**config.mk**
```make
export PLATFORM = sky130hd
export DESIGN_NAME = serial_byte_receiver_flat
export DESIGN_NICKNAME = d
export VERILOG_FILES = /design/src/rtl/serial_byte_receiver_if.sv /design/src/rtl/serial_byte_receiver.sv /design/src/flat_wrapper.sv
export SDC_FILE = /design/constraint.sdc
export NUM_CORES = 1
export LEC_CHECK = 0
export BUFFER_PORTS_ARGS = -buffer_cell sky130_fd_sc_hd__buf_2
export CAP_MARGIN = 15
export CORE_ASPECT_RATIO = 0.7
export CORE_MARGIN = 5
export CORE_UTILIZATION = 40
export DETAILED_ROUTE_END_ITERATION = 7
export SLEW_MARGIN = 15
export SYNTH_ARGS = -nofsm -noshare
export SYNTH_HDL_FRONTEND = slang
export SYNTH_SLANG_ARGS = --single-unit
```
**constraint.sdc**
```tcl
create_clock -name clk -period 2 [get_ports clk]
set_input_delay 0.3 -clock clk [delete_from_list [all_inputs] [get_ports clk]]
set_output_delay 0.3 -clock clk [all_outputs]
set_load 0.03 [all_outputs]
```
**src/rtl/serial_byte_receiver_if.sv**
```systemverilog
// Consumer-side handshake of the serial byte receiver: completed word, valid/ack, status flags.
// parity_err exists only when SERIAL_RX_PARITY_EN is defined.
interface serial_byte_receiver_if #(
    parameter int width = 8
);
    logic [width-1:0] parallelout;
    logic             data_valid;
    logic             overrun;
    logic             busy;
    logic             rd_ack;
`ifdef SERIAL_RX_PARITY_EN
    logic             parity_err;
`endif

    modport master (
        output parallelout, data_valid, overrun, busy,
`ifdef SERIAL_RX_PARITY_EN
        output parity_err,
`endif
        input  rd_ack
    );

    modport slave (
        input  parallelout, data_valid, overrun, busy,
`ifdef SERIAL_RX_PARITY_EN
        input  parity_err,
`endif
        output rd_ack
    );
endinterface

```
**src/rtl/serial_byte_receiver.sv**
```systemverilog
// Serial link receiver: synchronizes raw sclk/cs_n/sdata, shifts words in MSB first, held valid/ack.
// Optional trailing even-parity bit and parity_err output enabled by SERIAL_RX_PARITY_EN.
module serial_byte_receiver #(
    parameter int width = 8
) (
    input  logic clk,
    input  logic reset_n,
    input  logic sclk_in,
    input  logic cs_n_in,
    input  logic sdata_in,
    serial_byte_receiver_if.master bus
);
    localparam int CW = $clog2(width);

    typedef enum logic [1:0] {
        IDLE,
        SHIFT
`ifdef SERIAL_RX_PARITY_EN
        , PARITY
`endif
    } state_t;

    logic sclk_s1_q, sclk_s2_q, sclk_s3_q;
    logic cs_s1_q, cs_s2_q;
    logic sd_s1_q, sd_s2_q;
    logic rise;

    state_t            state_q, state_d;
    logic [CW-1:0]     cnt_q, cnt_d;
    logic [width-1:0]  shift_q, shift_d;
    logic [width-1:0]  po_q, po_d;
    logic              dv_q, dv_d;
    logic              ov_q, ov_d;
    logic [width-1:0]  shifted;
    logic              word_done;
`ifdef SERIAL_RX_PARITY_EN
    logic              pe_q, pe_d;
    logic              pe_new;
`endif

    // sdata is sampled at the same stage that flags the sclk rise, so both see the same raw instant
    always_ff @(posedge clk or negedge reset_n) begin
        if (!reset_n) begin
            sclk_s1_q <= 1'b0;
            sclk_s2_q <= 1'b0;
            sclk_s3_q <= 1'b0;
            cs_s1_q   <= 1'b1;
            cs_s2_q   <= 1'b1;
            sd_s1_q   <= 1'b0;
            sd_s2_q   <= 1'b0;
        end else begin
            sclk_s1_q <= sclk_in;
            sclk_s2_q <= sclk_s1_q;
            sclk_s3_q <= sclk_s2_q;
            cs_s1_q   <= cs_n_in;
            cs_s2_q   <= cs_s1_q;
            sd_s1_q   <= sdata_in;
            sd_s2_q   <= sd_s1_q;
        end
    end

    assign rise    = sclk_s2_q & ~sclk_s3_q;
    assign shifted = {shift_q[width-2:0], sd_s2_q};

    always_ff @(posedge clk or negedge reset_n) begin
        if (!reset_n) begin
            state_q <= IDLE;
            cnt_q   <= '0;
            shift_q <= '0;
            po_q    <= '0;
            dv_q    <= 1'b0;
            ov_q    <= 1'b0;
`ifdef SERIAL_RX_PARITY_EN
            pe_q    <= 1'b0;
`endif
        end else begin
            state_q <= state_d;
            cnt_q   <= cnt_d;
            shift_q <= shift_d;
            po_q    <= po_d;
            dv_q    <= dv_d;
            ov_q    <= ov_d;
`ifdef SERIAL_RX_PARITY_EN
            pe_q    <= pe_d;
`endif
        end
    end

    always_comb begin
        state_d   = state_q;
        cnt_d     = cnt_q;
        shift_d   = shift_q;
        po_d      = po_q;
        dv_d      = dv_q;
        ov_d      = ov_q;
        word_done = 1'b0;
`ifdef SERIAL_RX_PARITY_EN
        pe_d      = pe_q;
        pe_new    = 1'b0;
`endif

        if (bus.rd_ack && dv_q) begin
            dv_d = 1'b0;
            ov_d = 1'b0;
`ifdef SERIAL_RX_PARITY_EN
            pe_d = 1'b0;
`endif
        end

        case (state_q)
            IDLE: begin
                cnt_d = '0;
                if (!cs_s2_q) state_d = SHIFT;
            end
            SHIFT: begin
                if (rise) begin
                    shift_d = shifted;
                    if (cnt_q == CW'(width - 1)) begin
                        cnt_d = '0;
                        po_d  = shifted;
`ifdef SERIAL_RX_PARITY_EN
                        state_d = PARITY;
`else
                        word_done = 1'b1;
`endif
                    end else begin
                        cnt_d = cnt_q + CW'(1);
                    end
                end
                // Frame end: a word finishing on this edge is already handled above
                if (cs_s2_q) begin
                    state_d = IDLE;
                    cnt_d   = '0;
                    shift_d = '0;
                end
            end
`ifdef SERIAL_RX_PARITY_EN
            PARITY: begin
                if (rise) begin
                    word_done = 1'b1;
                    pe_new    = ^{po_q, sd_s2_q};
                    state_d   = SHIFT;
                end
                if (cs_s2_q) begin
                    state_d = IDLE;
                    cnt_d   = '0;
                    shift_d = '0;
                end
            end
`endif
            default: state_d = IDLE;
        endcase

        // A simultaneous ack consumes the old word, so no overrun and the flag is left as it was
        if (word_done) begin
            dv_d = 1'b1;
            ov_d = (dv_q && !bus.rd_ack) ? 1'b1 : ov_q;
`ifdef SERIAL_RX_PARITY_EN
            pe_d = pe_new;
`endif
        end
    end

    assign bus.parallelout = po_q;
    assign bus.data_valid  = dv_q;
    assign bus.overrun     = ov_q;
    assign bus.busy        = ~cs_s2_q;
`ifdef SERIAL_RX_PARITY_EN
    assign bus.parity_err  = pe_q;
`endif
endmodule
```
**src/flat_wrapper.sv**
```systemverilog
// flat-port wrapper written by rule: the top's interface ports become plain ports
module serial_byte_receiver_flat 
#(
    parameter int width = 8
)
  (clk, reset_n, sclk_in, cs_n_in, sdata_in, bus_parallelout, bus_data_valid, bus_overrun, bus_busy, bus_rd_ack);
  serial_byte_receiver_if #(.width(width)) bus_i ();
  input  logic clk;
  input  logic reset_n;
  input  logic sclk_in;
  input  logic cs_n_in;
  input  logic sdata_in;
  output wire logic [$bits(bus_i.parallelout)-1:0] bus_parallelout;
  output wire logic [$bits(bus_i.data_valid)-1:0] bus_data_valid;
  output wire logic [$bits(bus_i.overrun)-1:0] bus_overrun;
  output wire logic [$bits(bus_i.busy)-1:0] bus_busy;
  input wire logic [$bits(bus_i.rd_ack)-1:0] bus_rd_ack;
  assign bus_parallelout = bus_i.parallelout;
  assign bus_data_valid = bus_i.data_valid;
  assign bus_overrun = bus_i.overrun;
  assign bus_busy = bus_i.busy;
  assign bus_i.rd_ack = bus_rd_ack;
  serial_byte_receiver #(.width(width)) u_core (.clk(clk), .reset_n(reset_n), .sclk_in(sclk_in), .cs_n_in(cs_n_in), .sdata_in(sdata_in), .bus(bus_i));
endmodule
```
Word-level counts from Yosys, hierarchy flattened:

Index checks and enable logic that the tools add are counted.

* memory bits (writable): 0
* logic and storage cells: 51
* memories kept: 0
* latch bits: 0
* flip-flop bits (word level): 29
* bits in read-only memories: 0
* output and inout bits: 11
* input port bits: 6

* eq/ne operators: 6
* $lt $le $gt $ge: 0
* div/mod/pow operators: 0
* shift-type cells: 0
* bitwise logic cells: 3
* multiply operators: 0
* add/subtract/negate cells: 1
* muxes and demuxes: 16
* reductions and logical operators: 12

Operators with widths (number)
* 7-bit two-way mux: 2
* 3-bit two-way mux: 3
* 2-bit AND reduction: 4
* 1-bit two-way mux: 7
* 3-bit case mux with 2 select lines: 1
* 2-bit nonzero test: 3
* 2-bit two-way mux: 2
* 2-bit inequality test, second input constant: 2
* 2-bit case mux with 2 select lines: 1
* 3-bit by 1-bit adder with 3-bit output, second input constant: 1
* 3-bit equality test, second input constant: 1
* 3-bit by 1-bit inequality test with 1-bit output, second input constant: 1
* 3-bit AND reduction: 1
* 2-bit by 1-bit equality test with 1-bit output, second input constant: 1
* 1-bit logical AND: 2
* 2-bit zero test: 1
* 2-bit by 1-bit inequality test with 1-bit output, second input constant: 1
* 1-bit NOT: 2
* 1-bit AND: 1
* 1-bit zero test: 1

Longest topological paths before layout:

Gate-level depths: netlist of run 1.

* depth after elaboration: 6
* mapped depth: 6
* gate-level depth less buffers: 5

Least setup slack after synthesis of run 1:

Ideal clock, no wire load.

* kind: register -> register
* start point: register u_core.cnt_q[0]
* end point: register u_core.po_q[0], in the netlist u_core.bus.parallelout[0]
* slack: 0.514 ns
* data required time: 1.875 ns
* arrival: 1.361 ns
* cell stages (with the launch flop): 6
* library setup time: 0.125 ns
* path buffers: 1
* clock period less this slack: 1.486 ns
* path through: dfrtp_1 ha_1 ha_1 and4b_1 buf_6 mux2_4

* longest elaborated chain between the ends: 2

RTL lines
* from (decl): line serial_byte_receiver.sv:29 `logic [CW-1:0] cnt_q, cnt_d;`
* from (signal assigned): line serial_byte_receiver.sv:78 `cnt_q <= cnt_d;`
* 3-bit equality test: line serial_byte_receiver.sv:118 `if (cnt_q == CW'(width - 1)) begin`
* 3-bit AND reduction (no line)
* to (signal assigned): line serial_byte_receiver.sv:80 `po_q <= po_d;`
* to (decl): line serial_byte_receiver.sv:31 `logic [width-1:0] po_q, po_d;`

Every way passes these cells.
A chain may end at the register's enable or synchronous reset.

Worst setup path after layout of run 1:

* start point: register u_core.cnt_q[0]
* end point: register u_core.po_q[1], in the netlist u_core.bus.parallelout[1]

The elaborated chain is that of the path after synthesis.

==> impl_results.md, run 1 <==
- Synth top area share: about 60%
- Cells along the critical path: ha_1 -> ha_1 -> and4b_1 -> mux2_4
- Antenna diode count: 0
- Clk Latency, worst-skew pair: about 270 ps
- Largest net degree at the start of global routing: 29
- FILL cells: 238
- WP buf/inv: 0
- Vias in the first global route: between 600 and 700
- Die height: 53.62 microns
- Max stage delay cell, worst path: and4b_1
- Placer Congestion: a little over 0.7
- First-pass GRT wire length: about 3.4 mm
- FF-to-FF setup slack: between 200 and 250 ps
- Die width: 72.32 microns
- Pint: about 770 uW
- Fmax: approximately 560 MHz
- Switching portion of total power: 20.60%
- Sequential fraction of the synthesis area: about two thirds
- I/O Buffers: 16
- Lkg Pwr: 0.0006152 uW
- Synth-to-layout area growth: 14.84%
- Total track usage: a little under an eighth
- Post-synth top flop: dfrtp_1
- Syn Area/Cell: around 13 sq um
- Pre-CTS setup slack: just under 200 ps
- CTS Buf Count: 3
- Leading area contributor after synthesis: dfrtp_1
- Comb power frac: between 4 and 5%
- DR iter-0 viols: 26
- Routed len/inst: 13.87 microns
- Worst Hold Class: input port to asynchronous set/reset pin
- IO Pins: 17
- H-tree lvl count: 1
- Required @ worst endpoint: between 2000 and 2500 ps
- Synth cell types: 19
- Max-Cap Viols: 0
- Residual DRC: 0
- Initial Util: 42.91%
- Status: complete, no violations
- Max VDD drop: approximately 0.52 mV
- Core area: ~2500 sq um
- Crit path arrival time: 1950 ps
- Unrepaired setup endpoints after global routing: no
- Critical path endpoint category: flop
- Clock share of power: a little over a third
- Final slew viol count: 0
- Top cells by area, synth: dfrtp_1 60%, mux2_4 11%, dfstp_2 4.8%
- Antenna violations before repair: 0
- Post-CTS Hold Fix Bufs: 0
- Routed wire length: 1.845 mm
- Post-CTS Setup Bufs: 0
- Setup_tns: 0 ps
- Worst Skew: approximately 6.2 ps
- Worst slew pin tran: 618.5 ps
- Max stage delay on crit path: about 610 ps
- CP Class: flop to flop
- Via-to-Cell Ratio: about 5
- CTS tree: yes
- Slew HR: 58.73%
- Cells after Synth: 81
- Post_cts resized: 0
- Period utilisation layout: approximately nine tenths
- Fin nets: 108
- FF-to-FF End: u_core.bus.parallelout[1]$_DFFE_PN0P_
- Yosys warns: 0
- Reg power frac: 60.6%
- Sw Pwr: ~200 uW
- Vias: 666
- Reg2reg path depth: 4
- Bufs on Longest Clock Path: 2
- Final Power: between 900 and 1000 uW
- Final setup fails: 0
- Top cells by count, synth: 26 x dfrtp_1, 9 x inv_1, 9 x o21ai_0
- Crit path launch: u_core.cnt_q[0]$_DFFE_PN0P_
- Post-layout min period: between 1500 and 2000 ps
- Placement row count: 15
- Post-DP HPWL: 1.310 mm
- Synth Cell Area: around 1100 sq um
- Clk root buf: clkbuf_8
- Pwr Density: 771.9 nW/um^2
- Final hold vios: 0
- Max FFs per register: 8
- Layout cells sized above 1: around 31%
- Delay-heaviest family, CP: simple AND/OR/NAND/NOR gates
- Post-synth EDFFs: 0
- Synth async-reset ratio: 100.0%
- Worst-path fanout max: 10
- Detail Route Antenna Nets: 0
- CP dominant cell by count: ha_1
- Detailed Routing Iterations Pass 1: 4
- Clock transition at path regs: 90 ps
- Worst R2R Start: u_core.cnt_q[0]$_DFFE_PN0P_
- CP startpoint kind: flop
- Seq cells post-synth: 28
- Most common cell in the netlist: dfrtp_1
- Overflow after GRT: 0
- Clock sink count: 28
- Worst setup margin: between 200 and 250 ps
- Die ar.: 3878 sq um
- Mapped Nets: 89
-- cells in the final DEF (no fill, tap or decap) --
cell,count
clkinv_1,1
buf_2,16
buf_4,1
dfstp_2,2
dfrtp_1,26
nor2_1,4
o21ai_0,9
nand3_1,1
nand2_1,1
and2b_1,1
and4b_1,1
mux2_4,8
a21oi_1,2
inv_1,9
o21a_1,1
clkbuf_8,4
ha_1,2
nand4_1,7
mux2i_1,3
-- worst register-to-register path: stages, from the launching register on --
cell and delay [ps]:
dfrtp_1 390, ha_1 170, ha_1 180, and4b_1 610
mux2_4 350
-- stage by stage --
step	cell area, sq um	hold WS [ps]	instances	utilization (%)
global placement	1194	332.7	129	47.11
finish	1249	23.93	133	49.28
detailed placement	1194	344.9	129	47.11
floorplan	1087	4.409	81	-
global route	1249	66.24	133	49.28
CTS	1249	45.69	133	49.28
-- power groups by stage --
stage          Combinational, uW  Clock [uW]  Sequential [uW]
3_5_place_dp                41.1           0              595
6_report                    39.9         340              584
4_1_cts                     41.3         356              584
5_1_grt                     46.6         384              586
3_3_place_gp                40.4           0              594
2_1_floorplan               20.3           0              594
-- cell families after synthesis --
| kind of cell | Yosys count | synth area share, % |
|---|---|---|
| DFF | 28 | 64.67 |
| and+or+nand+nor | 15 | 7.824 |
| buffers and inverters | 13 | 5.638 |
| AOI/OAI and AO/OA | 12 | 5.754 |
| muxes | 11 | 13.81 |
| adders and majority gates | 2 | 2.301 |
-- how the worst max path moves through the flow --
| stage | to | slack (ps) | cells past startpoint |
|---|---|---|---|
| 2_1_floorplan | u_core.bus.parallelout[0]$_DFFE_PN0P_ | 510 | 5 |
| 3_5_place_dp | u_core.bus.parallelout[7]$_DFFE_PN0P_ | 190 | 4 |
| 6_report | u_core.bus.parallelout[1]$_DFFE_PN0P_ | 200 | 4 |
| 3_3_place_gp | u_core.bus.parallelout[1]$_DFFE_PN0P_ | 280 | 4 |
| 5_1_grt | u_core.bus.parallelout[4]$_DFFE_PN0P_ | 90 | 4 |
| 4_1_cts | u_core.bus.parallelout[1]$_DFFE_PN0P_ | 170 | 4 |
-- cell type report --
class	count	area, sq um	area share (%)
Sequential cell	28	703.2	56.31
Multi-Input combinational cell	40	322.8	25.85
Timing Repair Buffer	17	87.58	7.014
Clock buffer	4	55.05	4.409
Tap cell	34	42.54	3.407
Inverter	10	37.54	3.006
-- routing by layer --
layer | part of all wire (%) | GRT usage [%] | up-vias
li1 | - | - | 311
met1 | 45 | 14.60 | 327
met2 | 44 | 18.43 | 24
met3 | 9.9 | 5.410 | 4
met4 | 1.1 | 2.813 | 0
met5 | 0 | 0 | -
(Power assumes the default switching activity.)
==> inputs of run 2 (changes only) <==
- CAP_MARGIN: 15 -> 20
- PLACE_DENSITY: default -> 0.68
==> run 2 against run 1 <==
- via count is 4.7% lower
- worst hold slack better by 1.6 ps
- register-to-register slack better by 50 ps
- clock power is 11% lower
- clock skew is 0.93 ps lower
- critical path depth stayed put
- utilization is 0.40 points lower
- final cell count stayed put
==> impl_results.md, run 2 (synthesis results as in run 1) <==
- Worst Setup EP: u_core.bus.parallelout[0]$_DFFE_PN0P_ (was u_core.bus.parallelout[1]$_DFFE_PN0P_)
- IO Pins: 17 (unchanged)
- Initial Util: 42.91% (unchanged)
- Placer Congestion: 0.7565 (was 0.7234)
- CTS Buf Count: 3 (unchanged)
- Placement row count: 15 (unchanged)
- Final Non-Filler Cells: 133 (unchanged)
- Most frequent cells in the layout: 26 x dfrtp_1, 16 x buf_2, 9 x inv_1, 9 x o21ai_0, 8 x mux2_4 (unchanged)
- Clk Latency, worst-skew pair: 270 ps (about the same)
- DR iter-0 viols: 26 (unchanged)
- Status: complete, no violations (unchanged)
- Max-Cap Viols: 0 (unchanged)
- Max VDD drop: 0.5076 mV (was 0.5217 mV)
- CP Class: flop to flop (unchanged)
- Antenna diode count: 0 (unchanged)
- Final hold vios: 0 (unchanged)
- Post-layout min period: 1752 ps (was 1797 ps)
- Worst R2R Start: u_core.cnt_q[0]$_DFFE_PN0P_ (unchanged)
- Max FFs per register: 8 (unchanged)
- Antenna violations before repair: 0 (unchanged)
- Detailed Routing Iterations Pass 1: 4 (unchanged)
- Crit path arrival time: 1910 ps (was 1950 ps)
- Core area: 2534 sq um (unchanged)
- Detail Route Antenna Nets: 0 (unchanged)
- Required @ worst endpoint: 2160 ps (about the same)
- Routed len/inst: 13.04 microns (was 13.87 microns)
- Bufs on Longest Clock Path: 2 (unchanged)
- Post-CTS Hold Fix Bufs: 0 (unchanged)
- CTS tree: yes (unchanged)
- Die height: 53.62 microns (unchanged)
- FF-to-FF setup slack: 250 ps (was 200 ps)
- CP startpoint kind: flop (unchanged)
- Largest net degree at the start of global routing: 29 (unchanged)
- WHS: 25.50 ps (was 23.93 ps)
- First-pass GRT wire length: 3.029 mm (was 3.353 mm)
- Most common cell after layout, fill and taps aside: dfrtp_1 (unchanged)
- Layout cells sized above 1: 30.30% (was 31.31%)
- I/O Buffers: 16 (unchanged)
- Worst Hold Class: input port to asynchronous set/reset pin (unchanged)
- Clock transition at path regs: 90 ps (about the same)
- Period utilisation layout: 87.58% (was 89.85%)
- Vias: 635 (was 666)
- Final slew viol count: 0 (unchanged)
- Placed Cells: 129 (unchanged)
- Vias in the first global route: 668 (was 685)
- Die ar.: 3878 sq um (unchanged)
- Worst slew pin tran: 600.3 ps (was 618.5 ps)
- Total track usage: 10.40% (was 11.65%)
- Pwr Density: 749.1 nW/um^2 (was 771.9 nW/um^2)
- Via-to-Cell Ratio: 4.774 (was 5.008)
- Residual DRC: 0 (unchanged)
- Final setup fails: 0 (unchanged)
- Overflow after GRT: 0 (unchanged)
- Reg2reg path depth: 4 (unchanged)
- Crit path launch: u_core.cnt_q[0]$_DFFE_PN0P_ (unchanged)
- Fmax: 570.9 MHz (was 556.5 MHz)
- Slew HR: 59.98% (was 58.73%)
- Fin nets: 108 (unchanged)
- Post-DP Area: 1194 sq um (unchanged)
- Final instance area: 1239 sq um (was 1249 sq um)
- Post-Route Utilization: 48.89% (was 49.28%)
- Worst-path fanout max: 10 (unchanged)
- Worst Skew: 5.225 ps (was 6.151 ps)
- Lkg Pwr: 0.0006092 uW (was 0.0006152 uW)
- Critical path endpoint category: flop (unchanged)
- Post_cts resized: 0 (unchanged)
- Die width: 72.32 microns (unchanged)
- Setup_tns: 0 ps (unchanged)
- FF-to-FF End: u_core.bus.parallelout[0]$_DFFE_PN0P_ (was u_core.bus.parallelout[1]$_DFFE_PN0P_)
- Clock sink count: 28 (unchanged)
- Unrepaired setup endpoints after global routing: no (unchanged)
- H-tree lvl count: 1 (unchanged)
- Post-DP HPWL: 1.206 mm (was 1.310 mm)
- Routed wire length: 1.734 mm (was 1.845 mm)
- Synth-to-layout area growth: 13.92% (was 14.84%)
- Post-CTS Setup Bufs: 0 (unchanged)
- Clk root buf: clkbuf_8 (unchanged)
==> run 2: cell counts in the layout (fill, tap and decap cells not counted) <==
No cell type changed its count.
==> run 2: worst min path at each step <==
stage,start,end,slack (ps),cells after the start
after global routing,reset_n,u_core.bus.data_valid$_DFFE_PN0P_,80,1
after global placement,reset_n,u_core.bus.parallelout[3]$_DFFE_PN0P_,330,1
final,reset_n,u_core.bus.parallelout[2]$_DFFE_PN0P_,30,1
after detailed placement,u_core.sd_s1_q$_DFF_PN0_,u_core.sd_s2_q$_DFF_PN0_,330,0
after floorplan,reset_n,u_core.bus.data_valid$_DFFE_PN0P_,4,0
after CTS,reset_n,u_core.bus.parallelout[2]$_DFFE_PN0P_,40,1
==> run 2: layout make-up <==
cell class | count | area (sq um)
Sequential cell | 28 | 703.2
Clock buffer | 4 | 45.04
Timing Repair Buffer | 17 | 87.58
Inverter | 10 | 37.54
Multi-Input combinational cell | 40 | 322.8
Tap cell | 34 | 42.54
Fill cell | 229 | 1295
==> run 2: worst max-delay path: stages, from the launching register on <==
cell and delay [ps]:
dfrtp_1 380, ha_1 150, ha_1 180, and4b_1 590, mux2_4 350
==> run 2: through the flow <==
step / setup WS, ps / total power (uW)
6_report: 248.4 / 928.0
2_1_floorplan: 513.6 / 613.9
4_1_cts: 235.8 / 944.2
5_1_grt: 159.1 / 975.6
3_3_place_gp: 297.7 / 633.8
3_5_place_dp: 244.1 / 636.3
==> run 2: power breakdown <==
group | leakage (uW) | internal [uW] | total (uW) | switching, uW
logic | 0.000217 | 11.2 | 39.8 | 28.6
clock network | 0.0000228 | 143 | 304 | 161
registers | 0.000370 | 578 | 584 | 5.92
==> run 2: metal layers <==
metal	part of all wire [%]	up-vias	global-route usage, %	routed length, microns
met5	0	-	0	0
met4	0.46	0	2.813	8
met1	47	307	12.20	821
met2	46	13	17.52	791
li1	-	313	-	-
met3	6.4	2	4.664	111
